### config.mk
export PLATFORM = sky130hd
export DESIGN_NAME = decode_queue
export DESIGN_NICKNAME = d
export VERILOG_FILES = /design/src/rtl/decode_queue_pkg.sv /design/src/rtl/decode_queue_rv32i_decoder.sv /design/src/rtl/decode_queue.sv
export SDC_FILE = /design/constraint.sdc
export NUM_CORES = 1
export LEC_CHECK = 0
export ABC_AREA = 1
export BUFFER_PORTS_ARGS = -buffer_cell sky130_fd_sc_hd__buf_4
export CAP_MARGIN = 10
export CORE_ASPECT_RATIO = 1.25
export CORE_MARGIN = 5
export CORE_UTILIZATION = 50
export DETAILED_ROUTE_END_ITERATION = 7
export GPL_ROUTABILITY_DRIVEN = 0
export GPL_TIMING_DRIVEN = 0
export PLACE_DENSITY_LB_ADDON = 0.15
export SYNTH_ARGS = -nofsm -noshare
export SYNTH_HDL_FRONTEND = slang
export SYNTH_SLANG_ARGS = --single-unit
### constraint.sdc
create_clock -name clk -period 11.6 [get_ports clk]
set_clock_uncertainty 0.05 [all_clocks]
set_input_delay 1.16 -clock clk [delete_from_list [all_inputs] [get_ports clk]]
set_output_delay 1.16 -clock clk [all_outputs]
set_load 0.02 [all_outputs]
### src/rtl/decode_queue_pkg.sv
// rtl/decode_queue_pkg.sv - shared types and RV32I opcode constants for the decode queue
package decode_queue_pkg;

    localparam int XLEN = 32;

    localparam logic [6:0] OP       = 7'b0110011;
    localparam logic [6:0] OP_IMM   = 7'b0010011;
    localparam logic [6:0] LOAD     = 7'b0000011;
    localparam logic [6:0] STORE    = 7'b0100011;
    localparam logic [6:0] BRANCH   = 7'b1100011;
    localparam logic [6:0] JAL      = 7'b1101111;
    localparam logic [6:0] JALR     = 7'b1100111;
    localparam logic [6:0] LUI      = 7'b0110111;
    localparam logic [6:0] AUIPC    = 7'b0010111;
    localparam logic [6:0] SYSTEM   = 7'b1110011;
    localparam logic [6:0] MISC_MEM = 7'b0001111;

    typedef enum logic [2:0] {
        FMT_R = 3'd0,
        FMT_I = 3'd1,
        FMT_S = 3'd2,
        FMT_B = 3'd3,
        FMT_U = 3'd4,
        FMT_J = 3'd5
    } InsnFmt;

    typedef struct packed {
        logic            valid;
        logic [XLEN-1:0] pc;
        logic [31:0]     insn;
    } Signals;

    typedef struct packed {
        logic [XLEN-1:0] pc;
        logic [31:0]     insn;
        logic [6:0]      opcode;
        logic [4:0]      rd;
        logic [4:0]      rs1;
        logic [4:0]      rs2;
        logic [2:0]      funct3;
        logic [6:0]      funct7;
        logic [31:0]     imm;
        InsnFmt          fmt;
        logic            illegal;
    } Decoded;

endpackage

### src/rtl/decode_queue_rv32i_decoder.sv
// rtl/decode_queue_rv32i_decoder.sv - combinational RV32I field extraction and immediate generation
module rv32i_decoder
    import decode_queue_pkg::*;
(
    input  logic [XLEN-1:0] pc_i,
    input  logic [31:0]     insn_i,
    output Decoded          dec_o
);

    always_comb begin
        dec_o         = '0;
        dec_o.pc      = pc_i;
        dec_o.insn    = insn_i;
        dec_o.opcode  = insn_i[6:0];
        dec_o.rd      = insn_i[11:7];
        dec_o.rs1     = insn_i[19:15];
        dec_o.rs2     = insn_i[24:20];
        dec_o.funct3  = insn_i[14:12];
        dec_o.funct7  = insn_i[31:25];
        dec_o.imm     = '0;
        dec_o.fmt     = FMT_R;
        dec_o.illegal = 1'b0;

        case (insn_i[6:0])
            OP: begin
                dec_o.fmt = FMT_R;
            end
            OP_IMM, LOAD, JALR, SYSTEM, MISC_MEM: begin
                dec_o.fmt = FMT_I;
                dec_o.imm = {{20{insn_i[31]}}, insn_i[31:20]};
            end
            STORE: begin
                dec_o.fmt = FMT_S;
                dec_o.imm = {{20{insn_i[31]}}, insn_i[31:25], insn_i[11:7]};
            end
            BRANCH: begin
                dec_o.fmt = FMT_B;
                dec_o.imm = {{19{insn_i[31]}}, insn_i[31], insn_i[7],
                             insn_i[30:25], insn_i[11:8], 1'b0};
            end
            LUI, AUIPC: begin
                dec_o.fmt = FMT_U;
                dec_o.imm = {insn_i[31:12], 12'b0};
            end
            JAL: begin
                dec_o.fmt = FMT_J;
                dec_o.imm = {{11{insn_i[31]}}, insn_i[31], insn_i[19:12],
                             insn_i[20], insn_i[30:21], 1'b0};
            end
            default: begin
                dec_o.illegal = 1'b1;
            end
        endcase

        // Compressed encodings are not supported; they trap downstream.
        if (insn_i[1:0] != 2'b11) begin
            dec_o.illegal = 1'b1;
        end
    end

endmodule

### src/rtl/decode_queue.sv
// rtl/decode_queue.sv - fetch consumer: filters beats by expected pc, decodes, buffers for execute
module decode_queue
    import decode_queue_pkg::*;
#(
    parameter int DEPTH = 4,
    parameter int XLEN  = decode_queue_pkg::XLEN
) (
    input  logic            clk,
    input  logic            rst,
    input  Signals          i_signals,
    output logic            o_stall,
    input  logic            flush,
    input  logic [XLEN-1:0] flush_pc,
    output logic            o_valid,
    input  logic            i_ready,
    output Decoded          o_dec
);

    localparam int PW = $clog2(DEPTH);
    localparam int CW = $clog2(DEPTH) + 1;
    localparam logic [CW-1:0] DEPTH_C   = CW'(DEPTH);
    localparam logic [CW-1:0] STALL_LVL = CW'(DEPTH - 1);

    Decoded          mem_q [DEPTH];
    logic [PW-1:0]   wr_ptr_q, wr_ptr_d;
    logic [PW-1:0]   rd_ptr_q, rd_ptr_d;
    logic [CW-1:0]   count_q, count_d;
    logic [XLEN-1:0] expected_pc_q, expected_pc_d;
    logic            stall_q, stall_d;

    Decoded dec_w;
    logic   enq_w;
    logic   deq_w;

    rv32i_decoder u_decoder (
        .pc_i   (i_signals.pc),
        .insn_i (i_signals.insn),
        .dec_o  (dec_w)
    );

    assign o_valid = (count_q != '0);
    assign o_dec   = o_valid ? mem_q[rd_ptr_q] : '0;
    assign o_stall = stall_q;

    // Count is sampled before dequeue, so a full queue refuses a beat even when the head leaves.
    assign enq_w = i_signals.valid && (i_signals.pc == expected_pc_q)
                   && (count_q < DEPTH_C) && !flush;
    assign deq_w = o_valid && i_ready && !flush;

    always_comb begin
        wr_ptr_d      = wr_ptr_q;
        rd_ptr_d      = rd_ptr_q;
        count_d       = count_q;
        expected_pc_d = expected_pc_q;
        stall_d       = stall_q;

        if (flush) begin
            wr_ptr_d      = '0;
            rd_ptr_d      = '0;
            count_d       = '0;
            expected_pc_d = flush_pc;
            stall_d       = 1'b0;
        end else begin
            if (enq_w) begin
                wr_ptr_d      = wr_ptr_q + PW'(1);
                expected_pc_d = expected_pc_q + XLEN'(4);
            end
            if (deq_w) begin
                rd_ptr_d = rd_ptr_q + PW'(1);
            end
            count_d = count_q + CW'(enq_w) - CW'(deq_w);
            // Stall one slot early to absorb the beat fetch issues before it sees the stall.
            stall_d = (count_d >= STALL_LVL);
        end
    end

    always_ff @(posedge clk) begin
        if (rst) begin
            wr_ptr_q      <= '0;
            rd_ptr_q      <= '0;
            count_q       <= '0;
            expected_pc_q <= '0;
            stall_q       <= 1'b0;
        end else begin
            wr_ptr_q      <= wr_ptr_d;
            rd_ptr_q      <= rd_ptr_d;
            count_q       <= count_d;
            expected_pc_q <= expected_pc_d;
            stall_q       <= stall_d;
        end
    end

    always_ff @(posedge clk) begin
        if (!rst && enq_w) begin
            mem_q[wr_ptr_q] <= dec_w;
        end
    end

    always_ff @(posedge clk) begin
        if (!rst) begin
            assert (count_q <= DEPTH_C);
        end
    end

endmodule

Word-level counts from Yosys, hierarchy flattened --
Memory sizes are Yosys's and may differ from the RTL's. A register that Yosys moved wholly into a read port is not among the register bits. Index checks and enable logic that the tools add are counted.
Word-level totals: ROM bits 0, bits in registers 40, logic and storage cells 51, memories 1, bits in writable memories 528, output and inout bits 134, latch bits 0
Cells by class: equality and inequality tests 13, bitwise gates (word level) 0, shift operators 0, add/subtract/negate cells 5, muxes and demuxes 11, order comparisons 2, multiply operators 0, divide/modulo/power cells 0, reduce and logical (&&, ||, !) cells 14
Memory list:
- mem_q | depth 4, width 132, rd ports 1, clocked after memory_dff 1, wr ports 1, line decode_queue.sv:24 | Decoded mem_q [DEPTH];
Operators with widths (number):
- 32-bit one-hot mux with 5 select lines | 1
- 132-bit 2-to-1 mux | 1
- 32-bit 2-to-1 mux | 2
- 32-bit by 3-bit adder with 32-bit output, second input constant | 1
- 32-bit == test | 1
- 7-bit == test, second input constant | 4
- 7-bit by 6-bit == test with 1-bit output, second input constant | 3
- 3-bit one-hot mux with 5 select lines | 1
- 7-bit by 5-bit == test with 1-bit output, second input constant | 2
- 11-bit OR reduction | 1
- 7-bit by 2-bit == test with 1-bit output, second input constant | 1
- 7-bit by 4-bit == test with 1-bit output, second input constant | 1
- 1-bit logical AND | 6
- 5-bit OR reduction | 1
- 2-bit by 1-bit adder with 2-bit output, second input constant | 2
- 1-bit 2-to-1 mux | 4
- 2-bit 2-to-1 mux | 2
- 2-bit OR reduction | 2
- 3-bit by 1-bit adder with 3-bit output | 1
- 3-bit by 2-bit >= comparator with 1-bit output, second input constant | 1
- 3-bit < comparator, second input constant | 1
- 3-bit nonzero test | 1
- 3-bit by 1-bit subtractor with 3-bit output | 1
- 1-bit logical NOT | 2
- 2 further kinds | 2

Longest topological paths before layout --
word-level depth 7, depth in mapped cells 17

Hierarchy --
A second synthesis with hierarchy kept.
Second synthesis, totals: cells, all modules 2548, area total of the unflattened synthesis 25538.2 sq um
By module, submodules not included:
- decode_queue | area each 23845.4 sq um, cells each 2232, times used 1, sequential area each 16696.0 sq um
- rv32i_decoder | area each 1692.9 sq um, cells each 316, times used 1, sequential area each 0.0 sq um

Worst setup path after synthesis --
No wires, ideal clock.
kind input to register, from input port i_signals[61] (netlist bit), to memory mem_q[0][0] (netlist bit) (enable), path buffers 0, required time 10.990 ns, stages on the path 9, path slack 4.878 ns, data arrival time 6.112 ns, cells stage by stage nand2_1 -> inv_1 -> nor3_1 -> nand2_1 -> nor2_1 -> nand3_1 -> nor2_1 -> nand2_1 -> nor2_1
On the way: longest elaborated chain between the ends 7
RTL lines:
- start, declared | line decode_queue.sv:10 | input Signals i_signals,
- 32-bit == test | line decode_queue.sv:46 | assign enq_w = i_signals.valid && (i_signals.pc == expected_pc_q)
- 1-bit logical AND | line decode_queue.sv:46
- 1-bit logical AND (2 in a row) | line decode_queue.sv:47 | && (count_q < DEPTH_C) && !flush;
- 1-bit logical AND | line decode_queue.sv:94 | if (!rst && enq_w) begin
- 1-bit 2-to-1 mux | line decode_queue.sv:94
- 1-bit 2-to-1 mux (not written as such) | line decode_queue.sv:95 | mem_q[wr_ptr_q] <= dec_w;
- end, declared | line decode_queue.sv:24
No other way between the ends.

==> impl_metrics.csv <==
group,metric,value,unit
yosys,syn_nets,2086,
hold_path,hold_path_class,"flip-flop to flip-flop",
timing,tightest_slew,1080,ps
worst_setup_path,critPathSlowestCell,"clkbuf_1",
worst_setup_path,r2r_slack,7890,ps
yosys,ys_warn_count,0,
route,vias,14959,
global_routing,grt_max_degree,33,
worst_setup_path,critPathBufInv,5,
floorplan,die_x,187,um
clocking,clk_latency,550,ps
timing,fin_tns_setup,0,ps
finish,drive_above_1_share,16.0,%
timing,finalHoldViolCount,0,
finish,layout-area-overhead-vs-synth,20.6,%
yosys,avgSynthCellArea,9.91,um^2
clocking,htree_levels,2,
pwr,leakagePower,8.82,nW
clocking,cts-root-buf,"clkbuf_16",
timing,setup_violations,0,
worst_setup_path,cp-end-kind,"primary output",
finish,n_fill_cell,3170,
worst_setup_path,worstPathArrival,3120,ps
route,wl_per_cell,19.2,um
route,via_per_inst,5.36,
hold_path,min_path_cells,1,
yosys,synthFlopType,"edfxtp_1",
finish,n_antenna_cell,0,
job,max-cap-violations,0,
finish,final_cell_mix,"nor2_1 (498), edfxtp_1 (400), nand2_1 (309)",
floorplan,core.rowCount,81,
clocking,cts_tree,"built",
finish,multi_input_area,5760,um^2
clocking,clock_path_buffers,3,
finish,seq_area,12900,um^2
yosys,yosysSeqAreaShare,65.6,%
pwr,power,3.23,mW
placement,port_buffers,232,
timing,fin_crit_sh,37.4,%
worst_setup_path,crit_fanout,10,
worst_setup_path,crit_family,"buffers and inverters",
placement,dpl_cell_area,22300,um^2
clocking,hold_buffers,0,
global_routing,grt_pass1_vias,14580,
pwr,powerDensity,136,nW/um^2
worst_setup_path,r2r_end,"mem_q[0][34]",
floorplan,design.die.area,43300,um^2
global_routing,grt_pass1_wl,81.4,mm
timing,fin_crit,4330,ps
finish,finalInstanceArea,23600,um^2
yosys,synth_edf_count,400,
hold_path,holdPathEnd,"rd_ptr_q[0]",
route,drt_wl_total,53.7,mm
timing,slew_headroom,28.3,%
finish,final_nets,2376,
worst_setup_path,r2r_start,"expected_pc_q[27]",
floorplan,io_pins,235,
timing,setup_ws,7270,ps
route,drc,0,
yosys,synth_cell_types,35,
floorplan,core,38900,um^2
clocking,clkSinkCount,442,
global_routing,grt_remaining_overflow,0,
yosys,synth-seq-cells,442,
worst_setup_path,crit_path_start_kind,"flip-flop",
yosys,netlist_area,19600,um^2
clocking,numCtsBuffers,42,
clocking,path_clk_slew,60,ps
worst_setup_path,cp_slowest_stage_delay,810,ps
route,first_iter_violations,1120,
placement,pre_cts_ws,7080,ps
global_routing,grt_util_all_layers,24.1,%
floorplan,die_y,231,um
yosys,async_reset_ff_share,0,%
yosys,syn_inst,1977,
timing,slew_violations,0,
hold_path,min_from,"rd_ptr_q[0]",
worst_setup_path,ff2ff_path_depth,10,
route,dr.pass1.iters,5,
timing,clock.fmax,231,MHz
clocking,post_cts_resized,0,
pwr,ir_drop,105,uV
route,ant_nets,0,
floorplan,start_util,50.4,%
worst_setup_path,path_cells,"inv_1, nand2_1, nor2_1, clkbuf_1, clkbuf_1, a21oi_1, buf_4, buf_4",
run_status,status,"completed",
worst_setup_path,crit_type,"flip-flop to primary output",
global_routing,antenna_found_initial,0,
clocking,cts_setup_buffers,0,
timing,rsz0062_at_grt,"no",
finish,final_common_cell,"nor2_1",
worst_setup_path,critPathRequiredTime,10390,ps
placement,dpl.hpwl,38.0,mm
## metrics by stage
step                      cells  hold WS [ps]  util [%]
after floorplan            1977           386         -
after global placement     2707           404      56.4
after detailed placement   2721           427      57.3
after CTS                  2791           437      60.7
after global routing       2791           480      60.7
final                      2791           435      60.7
## flip-flops by register name (all words and copies together), names as in the netlist, named ones only
signal,count
count_q,3
expected_pc_q,32
mem_q,400
o_stall,1
rd_ptr_q,2
wr_ptr_q,2
## cell families (layout without fill, tap and decap cells)
kind of cell	count (synthesis)	after routing	share of synthesized area [%]
and+or+nand+nor	891	891	17.8
xor gates and xnor gates	23	23	1.03
buffers and inverters	231	547	5.20
DFF	442	442	65.6
adders and majority gates	8	8	0.549
AOI/OAI and AO/OA	382	382	9.84
## layer usage
metal	wire (um)	track usage, %	vias up
li1	-	-	7226
met1	19900	28.1	7059
met2	28300	44.4	549
met3	3310	3.84	125
met4	2240	9.92	0
met5	0	0	-
## where the power goes
| group | internal [mW] | switching [mW] |
|---|---|---|
| clock | 0.804 | 0.562 |
| combinational | 0.0446 | 0.0734 |
| sequential | 1.73 | 0.00765 |
| total | 2.58 | 0.643 |
## worst max-delay path by stage
stage | from | endpoint | cells past startpoint
6_report | count_q[2] | o_dec[81] | 8
5_1_grt | count_q[2] | o_dec[81] | 8
4_1_cts | count_q[2] | o_dec[92] | 8
3_5_place_dp | i_signals[44] | mem_q[0][32] | 10
3_3_place_gp | i_signals[44] | mem_q[1][33] | 8
2_1_floorplan | i_signals[61] | mem_q[0][0] | 9
## cell type report
cell class | count | share of cell area (%)
Sequential cell | 442 | 54.4
Multi-Input combinational cell | 1304 | 24.4
Timing Repair Buffer | 246 | 8.62
Clock buffer | 47 | 4.62
Buffer | 134 | 2.77
Tap cell | 498 | 2.64
Inverter | 97 | 1.54
Clock inverter | 23 | 1.09
## synthesized netlist by cell type (2+ instances only)
master	number	area share (%)
o21ai_1	5	0.13
a211oi_1	2	0.077
xor2_1	12	0.54
a21oi_1	134	3.4
xnor2_1	11	0.49
nor3_1	3	0.077
edfxtp_1	400	61
nand3b_1	4	0.15
nor2_2	4	0.13
o21ai_0	237	6.1
inv_2	10	0.19
ha_1	7	0.45
clkbuf_1	75	1.4
dfxtp_1	42	4.3
nand2_1	309	5.9
buf_1	16	0.31
inv_1	87	1.7
buf_6	3	0.17
buf_2	8	0.20
nand4_1	5	0.16
nand3_1	57	1.5
buf_4	32	1.2
nor2_1	502	9.6
Power figures use the tool's default switching activity.
